File: src/rtl/rob_pkg.sv
// Shared widths, tag constants and the entry record for the in-order reorder buffer.
// Tags run 1..DEPTH; tag 0 is reserved to mean "no tag".
package rob_pkg;

    localparam int DEPTH  = 7;
    localparam int TAG_W  = 3;
    localparam int DATA_W = 32;
    localparam int REG_W  = 5;
    localparam int OP_W   = 4;

    typedef logic [TAG_W-1:0] tag_t;

    localparam tag_t TAG_INVALID = '0;
    localparam tag_t TAG_FIRST   = tag_t'(1);
    localparam tag_t TAG_LAST    = tag_t'(DEPTH);

    typedef struct packed {
        logic              busy;
        logic              ready;
        logic [REG_W-1:0]  rd;
        logic [OP_W-1:0]   op;
        logic [DATA_W-1:0] val;
    } rob_entry_t;

    // Successor of a tag, skipping the reserved tag 0 on wrap.
    function automatic tag_t next_tag(input tag_t t);
        return (t == TAG_LAST) ? TAG_FIRST : t + TAG_FIRST;
    endfunction

endpackage

File: src/rtl/rob_tag_ptr.sv
// Wrapping tag pointer (1..DEPTH) with advance enable and synchronous clear back to tag 1.
module rob_tag_ptr
    import rob_pkg::*;
(
    input  logic clk,
    input  logic rst,
    input  logic clr_i,
    input  logic en_i,
    output tag_t ptr_o
);

    tag_t ptr_q, ptr_d;

    always_comb begin
        ptr_d = ptr_q;
        if (clr_i) begin
            ptr_d = TAG_FIRST;
        end else if (en_i) begin
            ptr_d = next_tag(ptr_q);
        end
    end

    always_ff @(posedge clk or posedge rst) begin
        if (rst) begin
            ptr_q <= TAG_FIRST;
        end else begin
            ptr_q <= ptr_d;
        end
    end

    assign ptr_o = ptr_q;

endmodule

File: src/rtl/reorder_buffer.sv
// In-order reorder buffer: allocates tags to decode, captures write-back results,
// and retires the oldest completed entry per cycle through a registered commit port.
module reorder_buffer
    import rob_pkg::*;
(
    input  logic              clk,
    input  logic              rst,
    input  logic              flush,
    input  logic              tag_token,
    input  logic [REG_W-1:0]  rd,
    input  logic [OP_W-1:0]   op,
    output logic [TAG_W-1:0]  avail_tag,
    output logic              full,
    input  logic              wb_en,
    input  logic [TAG_W-1:0]  wb_tag,
    input  logic [DATA_W-1:0] wb_val,
    output logic              commit_en,
    output logic [TAG_W-1:0]  commit_tag,
    output logic [REG_W-1:0]  commit_rd,
    output logic [DATA_W-1:0] commit_val
);

    rob_entry_t        entry_q [1:DEPTH];
    tag_t              head_q, tail_q;
    tag_t              count_q, count_d;
    logic              alloc, wb_hit, commit;
    logic              commit_en_q;
    tag_t              commit_tag_q;
    logic [REG_W-1:0]  commit_rd_q;
    logic [DATA_W-1:0] commit_val_q;

    assign full      = (count_q == TAG_LAST);
    assign avail_tag = full ? TAG_INVALID : tail_q;

    // Allocation looks only at the registered count, so a commit on the same edge cannot unblock it.
    assign alloc  = tag_token && !full;
    assign wb_hit = wb_en && (wb_tag != TAG_INVALID) && (wb_tag <= TAG_LAST) && entry_q[wb_tag].busy;
    // Readiness comes from stored state only: a result arriving this edge retires on the next.
    assign commit = entry_q[head_q].busy && entry_q[head_q].ready;

    rob_tag_ptr u_head_ptr (
        .clk   (clk),
        .rst   (rst),
        .clr_i (flush),
        .en_i  (commit),
        .ptr_o (head_q)
    );

    rob_tag_ptr u_tail_ptr (
        .clk   (clk),
        .rst   (rst),
        .clr_i (flush),
        .en_i  (alloc),
        .ptr_o (tail_q)
    );

    always_comb begin
        count_d = count_q;
        case ({alloc, commit})
            2'b10:   count_d = count_q + TAG_FIRST;
            2'b01:   count_d = count_q - TAG_FIRST;
            default: count_d = count_q;
        endcase
        if (flush) begin
            count_d = '0;
        end
    end

    always_ff @(posedge clk or posedge rst) begin
        if (rst) begin
            count_q <= '0;
        end else begin
            count_q <= count_d;
        end
    end

    always_ff @(posedge clk or posedge rst) begin
        if (rst) begin
            for (int i = 1; i <= DEPTH; i++) begin
                entry_q[i] <= '0;
            end
        end else if (flush) begin
            for (int i = 1; i <= DEPTH; i++) begin
                entry_q[i].busy  <= 1'b0;
                entry_q[i].ready <= 1'b0;
            end
        end else begin
            for (int i = 1; i <= DEPTH; i++) begin
                if (alloc && (tail_q == tag_t'(i))) begin
                    entry_q[i].busy  <= 1'b1;
                    entry_q[i].ready <= 1'b0;
                    entry_q[i].rd    <= rd;
                    entry_q[i].op    <= op;
                end
                if (wb_hit && (wb_tag == tag_t'(i))) begin
                    entry_q[i].val   <= wb_val;
                    entry_q[i].ready <= 1'b1;
                end
                if (commit && (head_q == tag_t'(i))) begin
                    entry_q[i].busy <= 1'b0;
                end
            end
        end
    end

    // Commit fields other than the enable hold their last retired values between commits.
    always_ff @(posedge clk or posedge rst) begin
        if (rst) begin
            commit_en_q  <= 1'b0;
            commit_tag_q <= TAG_INVALID;
            commit_rd_q  <= '0;
            commit_val_q <= '0;
        end else if (flush) begin
            commit_en_q  <= 1'b0;
            commit_tag_q <= TAG_INVALID;
            commit_rd_q  <= '0;
            commit_val_q <= '0;
        end else begin
            commit_en_q <= commit;
            if (commit) begin
                commit_tag_q <= head_q;
                commit_rd_q  <= entry_q[head_q].rd;
                commit_val_q <= entry_q[head_q].val;
            end
        end
    end

    assign commit_en  = commit_en_q;
    assign commit_tag = commit_tag_q;
    assign commit_rd  = commit_rd_q;
    assign commit_val = commit_val_q;

endmodule

File: config.mk
export PLATFORM = sky130hd
export DESIGN_NAME = reorder_buffer
export DESIGN_NICKNAME = d
export VERILOG_FILES = /design/src/rtl/rob_pkg.sv /design/src/rtl/rob_tag_ptr.sv /design/src/rtl/reorder_buffer.sv
export SDC_FILE = /design/constraint.sdc
export NUM_CORES = 1
export LEC_CHECK = 0
export BUFFER_PORTS_ARGS = -buffer_cell sky130_fd_sc_hd__buf_2
export CORE_MARGIN = 4
export CORE_UTILIZATION = 40
export DETAILED_ROUTE_END_ITERATION = 8
export SYNTH_ARGS = -nofsm -noshare
export SYNTH_HDL_FRONTEND = slang
export SYNTH_SLANG_ARGS = --single-unit
File: constraint.sdc
create_clock -name clk -period 12.6 [get_ports clk]
set_input_delay 3.15 -clock clk [delete_from_list [all_inputs] [get_ports clk]]
set_output_delay 3.15 -clock clk [all_outputs]
set_load 0.005 [all_outputs]
# Yosys cells after proc, flatten, opt, wreduce, memory -nomap -nowiden
# Index checks and enable logic that the tools add are counted.
dict set report op_classes {
  eq_ne 24
  n_addsub 4
  mux 50
  magnitude_cmp 3
  n_bitwise 3
  reduce_logical 59
}
# op n
set op_table {}
lappend op_table {{43-bit binary-select mux with 3-bit select} 2}
lappend op_table {{43-bit 2-to-1 mux} 4}
lappend op_table {{11-bit 2-to-1 mux} 7}
lappend op_table {{32-bit 2-to-1 mux} 2}
lappend op_table {{3-bit nonzero test} 16}
lappend op_table {{3-bit == test (second input constant)} 13}
lappend op_table {{3-bit 2-to-1 mux} 10}
lappend op_table {{2-bit AND reduction} 14}
lappend op_table {{1-bit logical AND} 26}
lappend op_table {{3-bit by 2-bit == test with 1-bit output (second input constant)} 6}
lappend op_table {{1-bit 2-to-1 mux} 15}
lappend op_table {{2-bit 2-to-1 mux} 7}
lappend op_table {{5-bit 2-to-1 mux} 2}
lappend op_table {{3-bit by 1-bit adder with 3-bit output (second input constant)} 3}
lappend op_table {{3-bit by 1-bit == test with 1-bit output (second input constant)} 3}
lappend op_table {{4-bit greater-or-equal comparator (second input constant)} 2}
lappend op_table {{3-bit inverter with 4-bit output} 2}
lappend op_table {{3-bit one-hot mux with 2 select lines} 1}
lappend op_table {{2-bit nonzero test} 2}
lappend op_table {{3-bit less-or-equal comparator (second input constant)} 1}
lappend op_table {{3-bit by 1-bit subtractor with 3-bit output (second input constant)} 1}
lappend op_table {{2-bit by 1-bit == test with 1-bit output (second input constant)} 1}
lappend op_table {{2-bit == test (second input constant)} 1}
lappend op_table {{1-bit logical NOT} 1}
lappend op_table {{1-bit inverter} 1}
dict set report word_totals {
  register_bits 351
  inputBits 49
  wordCells 185
}

# Depth between registers and ports, before layout
# Gate-level depths: netlist (run 1).
dict set report depth {
  ltp_word 8
  ltp_mapped 10
}

# By module
# A second synthesis (run 1) with hierarchy kept.
dict set report hier_totals {
  cells_unflattened 1041
  area_unflattened_um2 14551.5
}
# module cells_each seq_area_each_um2 instances area_each_um2
set by_module_without_submodules {}
lappend by_module_without_submodules {reorder_buffer 1015 7932.6 1 14243.7}
lappend by_module_without_submodules {rob_tag_ptr 13 76.3 2 153.9}

# Worst setup path after synthesis (run 1)
# No wires, ideal clock.
dict set report synth_path {
  path_kind {input port to flip-flop}
  from {in tag_token}
  to {reg count_q[2]}
  cell_stages 7
  slack_ps 7785
  t_arrival_ps 4690
  setup_time_ps 125
  required_time_ps 12475
  cell_sequence {and2_0 > clkbuf_1 > nor2_1 > fa_1 > and3_1 > mux2i_1 > mux2_2}
}
dict set report synth_between {
  elab_chain_len 4
  elab_cells_between_ends 6
}
# element line
set synth_rtl {}
lappend synth_rtl {{start, declared} reorder_buffer.sv:9} ;# input logic tag_token,
lappend synth_rtl {{1-bit logical AND *} reorder_buffer.sv:36} ;# assign alloc = tag_token && !full;
lappend synth_rtl {{2-bit by 1-bit == test with 1-bit output or 2-bit == test (tied branches)} reorder_buffer.sv:59} ;# case ({alloc, commit})
lappend synth_rtl {{3-bit one-hot mux with 2 select lines} reorder_buffer.sv:59}
lappend synth_rtl {{3-bit 2-to-1 mux} reorder_buffer.sv:64} ;# if (flush) begin
lappend synth_rtl {{end signal, assigned} reorder_buffer.sv:73} ;# count_q <= count_d;
lappend synth_rtl {{end, declared} reorder_buffer.sv:25} ;# tag_t count_q, count_d;
# Mark *: on every way between the ends. The rest lies on a longest branch, timed or not.
# A chain may end at the register's enable or synchronous reset.

# Final worst setup path (run 1)
dict set report layout_path {
  from {in flush}
  to {reg entry_q[109] in the netlist's numbering}
}
dict set report layout_between {
  elab_chain_len 2
}
# element line
set layout_rtl {}
lappend layout_rtl {{start, declared} reorder_buffer.sv:8} ;# input logic flush,
lappend layout_rtl {{1-bit inverter (no line)} --}
lappend layout_rtl {{2-bit AND reduction (no line)} --}
lappend layout_rtl {{end, declared} reorder_buffer.sv:23} ;# rob_entry_t entry_q [1:DEPTH];
# Every way passes these cells.

==> metrics.md, run 1 <==
| Metric | Value |
|---|---|
| Outcome | `completed` |
| RSZ-0062 raised after global routing | `no` |
| Post-CTS Setup Inserts | `0` |
| CTS root buf | `clkbuf_16` |
| PortBufs | `89` |
| Mapped Avg Cell Area | `14.2 um2` |
| WP data required | `12,990 ps` |
| Critical Path AT | `5710 ps` |
| Via count of the first global-routing pass | `9,281` |
| Syn_nets | `1,074` |
| Setup TNS | `0 ps` |
| Pins Over Slew Limit | `0` |
| DP Wirelength | `19,000 um` |
| Reg2reg end | `commit_val[17]` |
| Area fraction of the dominant cell type after synthesis | `0.558` |
| Yosys warning total | `0` |
| Vias | `8,699` |
| Largest net degree at the start of global routing | `94` |
| Synth area leaders | `dfrtp_1, mux2_2, mux4_2` |
| Gpl congestion | `0.800` |
| Commonest non-fill, non-tap cell in the layout | `dfrtp_1` |
| Number of synthesized register bits | `323` |
| # setup viols final | `0` |
| Syn Inst Count | `1,012` |
| Core Rows | `69` |
| Worst-path maximum fanout | `62` |
| Nets@finish | `1,142` |
| Hold slack | `498 ps` |
| TritonCTS Buffers | `36` |
| Clk sink count | `323` |
| GRT overflow | `0` |
| Drt drc | `0` |
| Leakage Power | `0.00787 uW` |
| Total power | `2340 uW` |
| Commonest non-fill, non-tap cells in the layout | `dfrtp_1, mux2_2, buf_2` |
| Register-to-Register Path Depth | `7` |
| First-pass GRT wire length | `54,300 um` |
| Routed len/inst | `21.5 um` |
| Core Box Area | `0.0356 mm2` |
| CP endpoint | `entry_q[109]` |
| Fraction of layout cells with a size suffix above 1 | `0.469` |
| Register area share after synthesis | `0.562` |
| F_max | `188 MHz` |
| Die area | `0.0391 mm2` |
| Register-to-register setup slack | `8610 ps` |
| Setup Skew | `26.4 ps` |
| Hold_buf cts | `0` |
| Die X | `198 um` |
| Initial drt markers | `517` |
| Critical Path Sink Type | `flip-flop` |
| DRT Wirelength | `33,700 um` |
| Ant diodes | `0` |
| Final hold violations | `0` |
| Resize count post-CTS | `0` |
| Clk Latency, worst-skew pair | `520 ps` |
| Pre-antenna DRT Iters | `4` |
| CP startpoint kind | `input port` |
| Minimum clock period | `5320 ps` |
| Critical Path Start | `flush` |
| Tcrit/Tclk final | `0.422` |
| Initial antenna violation count | `4` |
| CTS tree | `done` |
| Tightest Pin Transition | `1100 ps` |
| Power Dens Cells | `142 mW/mm2` |
| Remaining antenna violation count | `0` |
| Vias per inst | `5.54` |
| Max VDD drop | `0.0736 mV` |
| CTS max path bufs | `3` |
| H-tree levels | `2` |
| Worst r2r src | `u_head_ptr.ptr_o[0]` |
| Setup CP Type | `input port to flip-flop` |
| Unique masters post-synth | `36` |
| Max Cap Violations | `0` |
| Initial Utilization | `0.405` |
| Leading area contributor after synthesis | `dfrtp_1` |
| I/O pins | `94` |
| Hold Path Class | `flip-flop to flip-flop` |
| Rel. slew slack | `0.265` |
| Die height | `198 um` |
| Mapped cell area | `0.0144 mm2` |
| Gr usage total | `0.175` |
| Layout area overhead | `14.2%` |
| Clk pin slew, worst setup/hold paths | `60 ps` |
==> report_power, final <==
| group | total [uW] | leakage, uW | switching [uW] | internal [uW] |
|---|---|---|---|---|
| sequential | 1130 | 0.00443 | 30.6 | 1100 |
| combinational | 176 | 0.00286 | 77.0 | 98.7 |
| clock | 1030 | 0.000585 | 418 | 615 |
| total | 2340 | 0.00787 | 525 | 1810 |
==> logic make-up after synthesis <==
| logic type | synth area share |
|---|---|
| multiplexers | 0.296 |
| flip-flops | 0.562 |
| AND/OR/NAND/NOR | 0.0345 |
| adder cells (fa/ha/maj) | 0.0118 |
| XOR/XNOR | 0.000609 |
| buffers and inverters | 0.0230 |
| AO/OA/AOI/OAI | 0.0721 |
==> Yosys cell counts <==
master / number
mux4_2: 38
a211oi_1: 8
o22ai_1: 1
and3_1: 5
buf_2: 13
nor2b_1: 7
nor3_1: 1
nand2_1: 64
inv_1: 7
ha_1: 12
mux2i_1: 2
nand4b_1: 1
and4b_1: 1
mux2_2: 298
clkbuf_1: 61
buf_1: 1
nor2_1: 19
o21ai_0: 2
and2_1: 2
a221o_1: 37
nand3b_1: 1
or3_1: 1
dfrtp_1: 321
mux2i_4: 1
xnor2_1: 1
mux2_1: 1
inv_2: 2
and2_0: 1
nand3_1: 2
fa_1: 1
a311oi_2: 1
o211ai_1: 37
a21oi_1: 49
a31o_2: 6
and4_1: 5
dfstp_2: 2
==> registers in the layout, summed over array words and instances (netlist names) <==
name and count:
entry_q 273, commit_tag 3, commit_en 1, u_tail_ptr.ptr_o 3
commit_rd 5, commit_val 32, count_q 3, u_head_ptr.ptr_o 3
==> stage by stage <==
step,instances,util,instance area (um2),setup slack [ps]
after global routing,1569,0.462,16400,7180
after detailed placement,1503,0.429,15300,6800
after CTS,1569,0.462,16400,7320
after floorplan,1012,-,14400,512
final,1569,0.462,16400,7280
after global placement,1503,0.429,15300,6830
==> layout make-up <==
cell class	instances	area, um2
tap	461	577
clock inverter	12	95.1
inverter	9	41.3
timing repair buffer	105	566
sequential	323	8090
multi-input combinational	605	5990
fill	3208	19100
clock buffer	54	1080
==> critical path: stages <==
cell and delay, ps:
buf_2 90, buf_4 340, inv_1 500, and3_1 250, and3_2 470, buf_4 460
mux2_2 380
==> per-layer routing <==
metal,routed length (um),track usage
met1,15600,0.256
met2,15600,0.275
met3,2000,0.0335
met4,495,0.0360
met5,52,0
==> how the worst min path moves through the flow <==
| stage | start | endpoint | slack (ps) | cells after the start |
|---|---|---|---|---|
| 2_1_floorplan | entry_q[208] | entry_q[208] | 470 | 1 |
| 3_3_place_gp | entry_q[209] | entry_q[209] | 480 | 1 |
| 3_5_place_dp | entry_q[57] | entry_q[57] | 490 | 1 |
| 4_1_cts | entry_q[209] | entry_q[209] | 500 | 1 |
| 5_1_grt | entry_q[72] | entry_q[72] | 510 | 1 |
| 6_report | entry_q[261] | entry_q[261] | 500 | 1 |
Note: power is estimated with default switching activity, not from simulation.
==> run 2, diff against run 1 <==
ABC_AREA = 1   (was default)
clock period = 4.25 ns   (was 12.6 ns; I/O delays follow)
==> run 2 against run 1 <==
  * Register-to-register slack got worse by 7700 ps
  * Non-clock buffer count up 16
  * Die area increased by 2.6%
  * Sequential power grew to 3.5 times the previous value
  * Largest power group unchanged
  * Critical endpoint is now commit_val[31]
  * Clock skew shrank 11 ps
  * Cell count is 51% higher
  * Synthesized cell count grew 80%
  * Via count is 42% higher
  * Critical path type is now flip-flop to flip-flop
  * Sequential share of layout area decreased by 1.1 points
==> metrics.md, run 2 <==
| Metric | Value |
|---|---|
| Outcome | `completed` |
| Register-to-register setup slack | `930 ps (-7680 ps)` |
| Flip-flop count of the largest register after layout | `273 (unchanged)` |
| Combinational fraction of design power | `0.125 (+0.050)` |
| Max Cap Violations | `0 (unchanged)` |
| Syn_nets | `1,883 (+75%)` |
| Cell with the most instances after synthesis | `nand2_1` |
| Leakage Power | `0.00852 uW (+8.2%)` |
| Power Dens Cells | `477 mW/mm2 (+230%)` |
| Pins Over Slew Limit | `0 (unchanged)` |
| CTS root buf | `clkbuf_16` |
| Initial Utilization | `0.405 (about the same)` |
| Clk Latency, worst-skew pair | `510 ps (about the same)` |
| Worst r2r src | `u_head_ptr.ptr_o[1]` |
| I/O pins | `94 (unchanged)` |
| Clk sink count | `323 (unchanged)` |
| Finished Layout Cells | `2,366 (+51%)` |
| Setup Skew | `14.9 ps (-11.5 ps)` |
| Critical Path Sink Type | `flip-flop` |
| Max VDD drop | `0.237 mV (+220%)` |
| GRT overflow | `0 (unchanged)` |
| Vias per inst | `5.24 (-5.5%)` |
| WP data required | `4690 ps (-8300 ps)` |
| Drt drc | `0 (unchanged)` |
| Commonest non-fill, non-tap cells in the layout | `nand2_1, dfrtp_1, o21ai_0` |
| Reg2reg end | `commit_val[31]` |
| Asr flop ratio synth | `1.00 (unchanged)` |
| Pre-antenna DRT Iters | `7 (+3)` |
| Synth area leaders | `dfrtp_1, nand2_1, o21ai_0` |
| Initial antenna violation count | `2 (-2)` |
| CP endpoint | `commit_val[31]` |
| Hold_buf cts | `0 (unchanged)` |
| Syn Inst Count | `1,821 (+80%)` |
| Largest Register | `entry_q` |
| Commonest non-fill, non-tap cell in the layout | `nand2_1` |
| Critical Path AT | `3770 ps (-1940 ps)` |
| CTS max path bufs | `3 (unchanged)` |
| Register-to-Register Path Depth | `9 (+2)` |
| DRT Wirelength | `43,400 um (+29%)` |
| H-tree levels | `2 (unchanged)` |
| Resize count post-CTS | `0 (unchanged)` |
| Unique masters post-synth | `32 (-11%)` |
| Reg power frac | `0.489 (+0.005)` |
| Total power | `8010 uW (+240%)` |
| Vias | `12.4k (+42%)` |
| Core Rows | `70 (+1.4%)` |
| Fraction of layout cells with a size suffix above 1 | `0.103 (-0.366)` |
| Nets@finish | `1,935 (+69%)` |
| First-pass GRT wire length | `70,400 um (+30%)` |
| Layout area overhead | `13.7%` |
| Gpl congestion | `0.802 (+0.33%)` |
| Minimum clock period | `3320 ps` |
| Storage element area | `0.00809 mm2 (about the same)` |
| Internal power | `5890 uW (+220%)` |
| Hold slack | `467 ps (-31.7 ps)` |
| Tightest Pin Transition | `1070 ps (-32.9 ps)` |
| CTS tree | `done` |
| Mapped cell area | `0.0148 mm2 (+2.7%)` |
| Multi-input logic area | `0.00577 mm2 (-3.7%)` |
| Filler cell count | `3,590 (+12%)` |
| Remaining antenna violation count | `0 (unchanged)` |
| Die height | `200 um (+1.3%)` |
| F_max | `301 MHz` |
| Clk pin slew, worst setup/hold paths | `60 ps (about the same)` |
| Yosys warning total | `0 (unchanged)` |
| Via count of the first global-routing pass | `12.3k (+32%)` |
| Setup CP Type | `flip-flop to flip-flop` |
| Die area | `0.0401 mm2 (+2.6%)` |
| DP Wirelength | `24,600 um (+30%)` |
| Number of synthesized register bits | `323 (unchanged)` |
| Tcrit/Tclk final | `0.782` |
| # setup viols final | `0 (unchanged)` |
| Register area share after synthesis | `0.547 (-0.0148)` |
| Critical Path Start | `u_head_ptr.ptr_o[1]` |
| Hold Path Class | `flip-flop to flip-flop` |
| Dpl cells | `2,302 (+53%)` |
| Core Box Area | `0.0365 mm2 (+2.7%)` |
| Leading area contributor after synthesis | `dfrtp_1` |
| Post-synth top cells | `nand2_1, dfrtp_1, o21ai_0` |
| Initial drt markers | `867 (+68%)` |
| Routed len/inst | `18.3 um (-15%)` |
| Switching power total | `2120 uW (+300%)` |
| Area fraction of the dominant cell type after synthesis | `0.543 (-0.0147)` |
| Post-CTS Setup Inserts | `0 (unchanged)` |
| RSZ-0062 raised after global routing | `no` |
| Switching Share | `0.265 (+0.0403)` |
| EDFF count, synth | `0 (unchanged)` |
| Mapped Avg Cell Area | `8.12 um2 (-43%)` |
| Final hold violations | `0 (unchanged)` |
| CP startpoint kind | `flip-flop` |
| Die X | `200 um (+1.3%)` |
| Rel. slew slack | `0.285 (+0.0202)` |
| PortBufs | `89 (unchanged)` |
| Clock power share | `0.386 (-0.055)` |
| TritonCTS Buffers | `37 (+2.8%)` |
| Gr usage total | `0.215 (+0.0406)` |
| Largest net degree at the start of global routing | `91 (-3.2%)` |
| Worst-path maximum fanout | `36 (-42%)` |
| Top FF cell, synth | `dfrtp_1` |
-- run 2: metal layers --
metal	vias to the layer above	global-route usage	routed length (um)	part of all wire
li1	5994	-	-	-
met1	5996	0.307	20000	0.46
met2	336	0.350	20300	0.47
met3	66	0.0277	2140	0.049
met4	0	0.0595	971	0.022
met5	-	0	0	0
-- run 2: how the worst min path moves through the flow --
| stage | startpoint | to | slack, ps | cells past startpoint |
|---|---|---|---|---|
| after floorplan | entry_q[43] | entry_q[43] | 440 | 2 |
| after global placement | entry_q[62] | entry_q[62] | 450 | 2 |
| after detailed placement | entry_q[43] | entry_q[43] | 450 | 2 |
| after CTS | entry_q[58] | entry_q[58] | 470 | 2 |
| after global routing | entry_q[136] | entry_q[136] | 490 | 2 |
| final | entry_q[43] | entry_q[43] | 470 | 2 |
-- run 2: logic make-up after synthesis --
family,synth area share
AOI/OAI and AO/OA,0.136
xor gates and xnor gates,0.000592
adders and majority gates,0.0115
buffers and inverters,0.0632
DFF,0.547
and+or+nand+nor,0.242
-- run 2: layout make-up --
| type | count | area share |
|---|---|---|
| repair buffers | 121 | 0.0438 |
| well taps | 468 | 0.0348 |
| clock inverters | 10 | 0.00692 |
| inverters | 119 | 0.0269 |
| flip-flops and latches | 323 | 0.481 |
| multi-input cells | 1271 | 0.343 |
| clock buffers | 52 | 0.0626 |
| diodes | 2 | 0.000298 |
-- run 2: power by group through the flow --
stage               logic [uW]  clock network (uW)  registers, uW
global placement           973                   0           3950
finish                    1000                3090           3920
detailed placement        1010                   0           3960
CTS                       1020                3180           3910
global route              1200                3310           3980
floorplan                  753                   0           3910
-- run 2: per-stage QoR --
stage / utilization / area, um2 / setup WS [ps] / TNS (ps)
final: 0.460 / 16800 / 926 / 0
after global routing: 0.460 / 16800 / 597 / 0
after CTS: 0.460 / 16800 / 828 / 0
after detailed placement: 0.428 / 15600 / 847 / 0
after global placement: 0.428 / 15600 / 854 / 0
after floorplan: - / 14800 / -1120 / -359400
-- run 2: critical path: stages, from the launching register on --
cell and delay (ps):
dfrtp_1 390, inv_2 430, nand2_2 270, inv_2 110
nand3_1 100, nand3_1 180, nand2_2 390, nor2_4 960
nand3_1 290, nand2_1 120
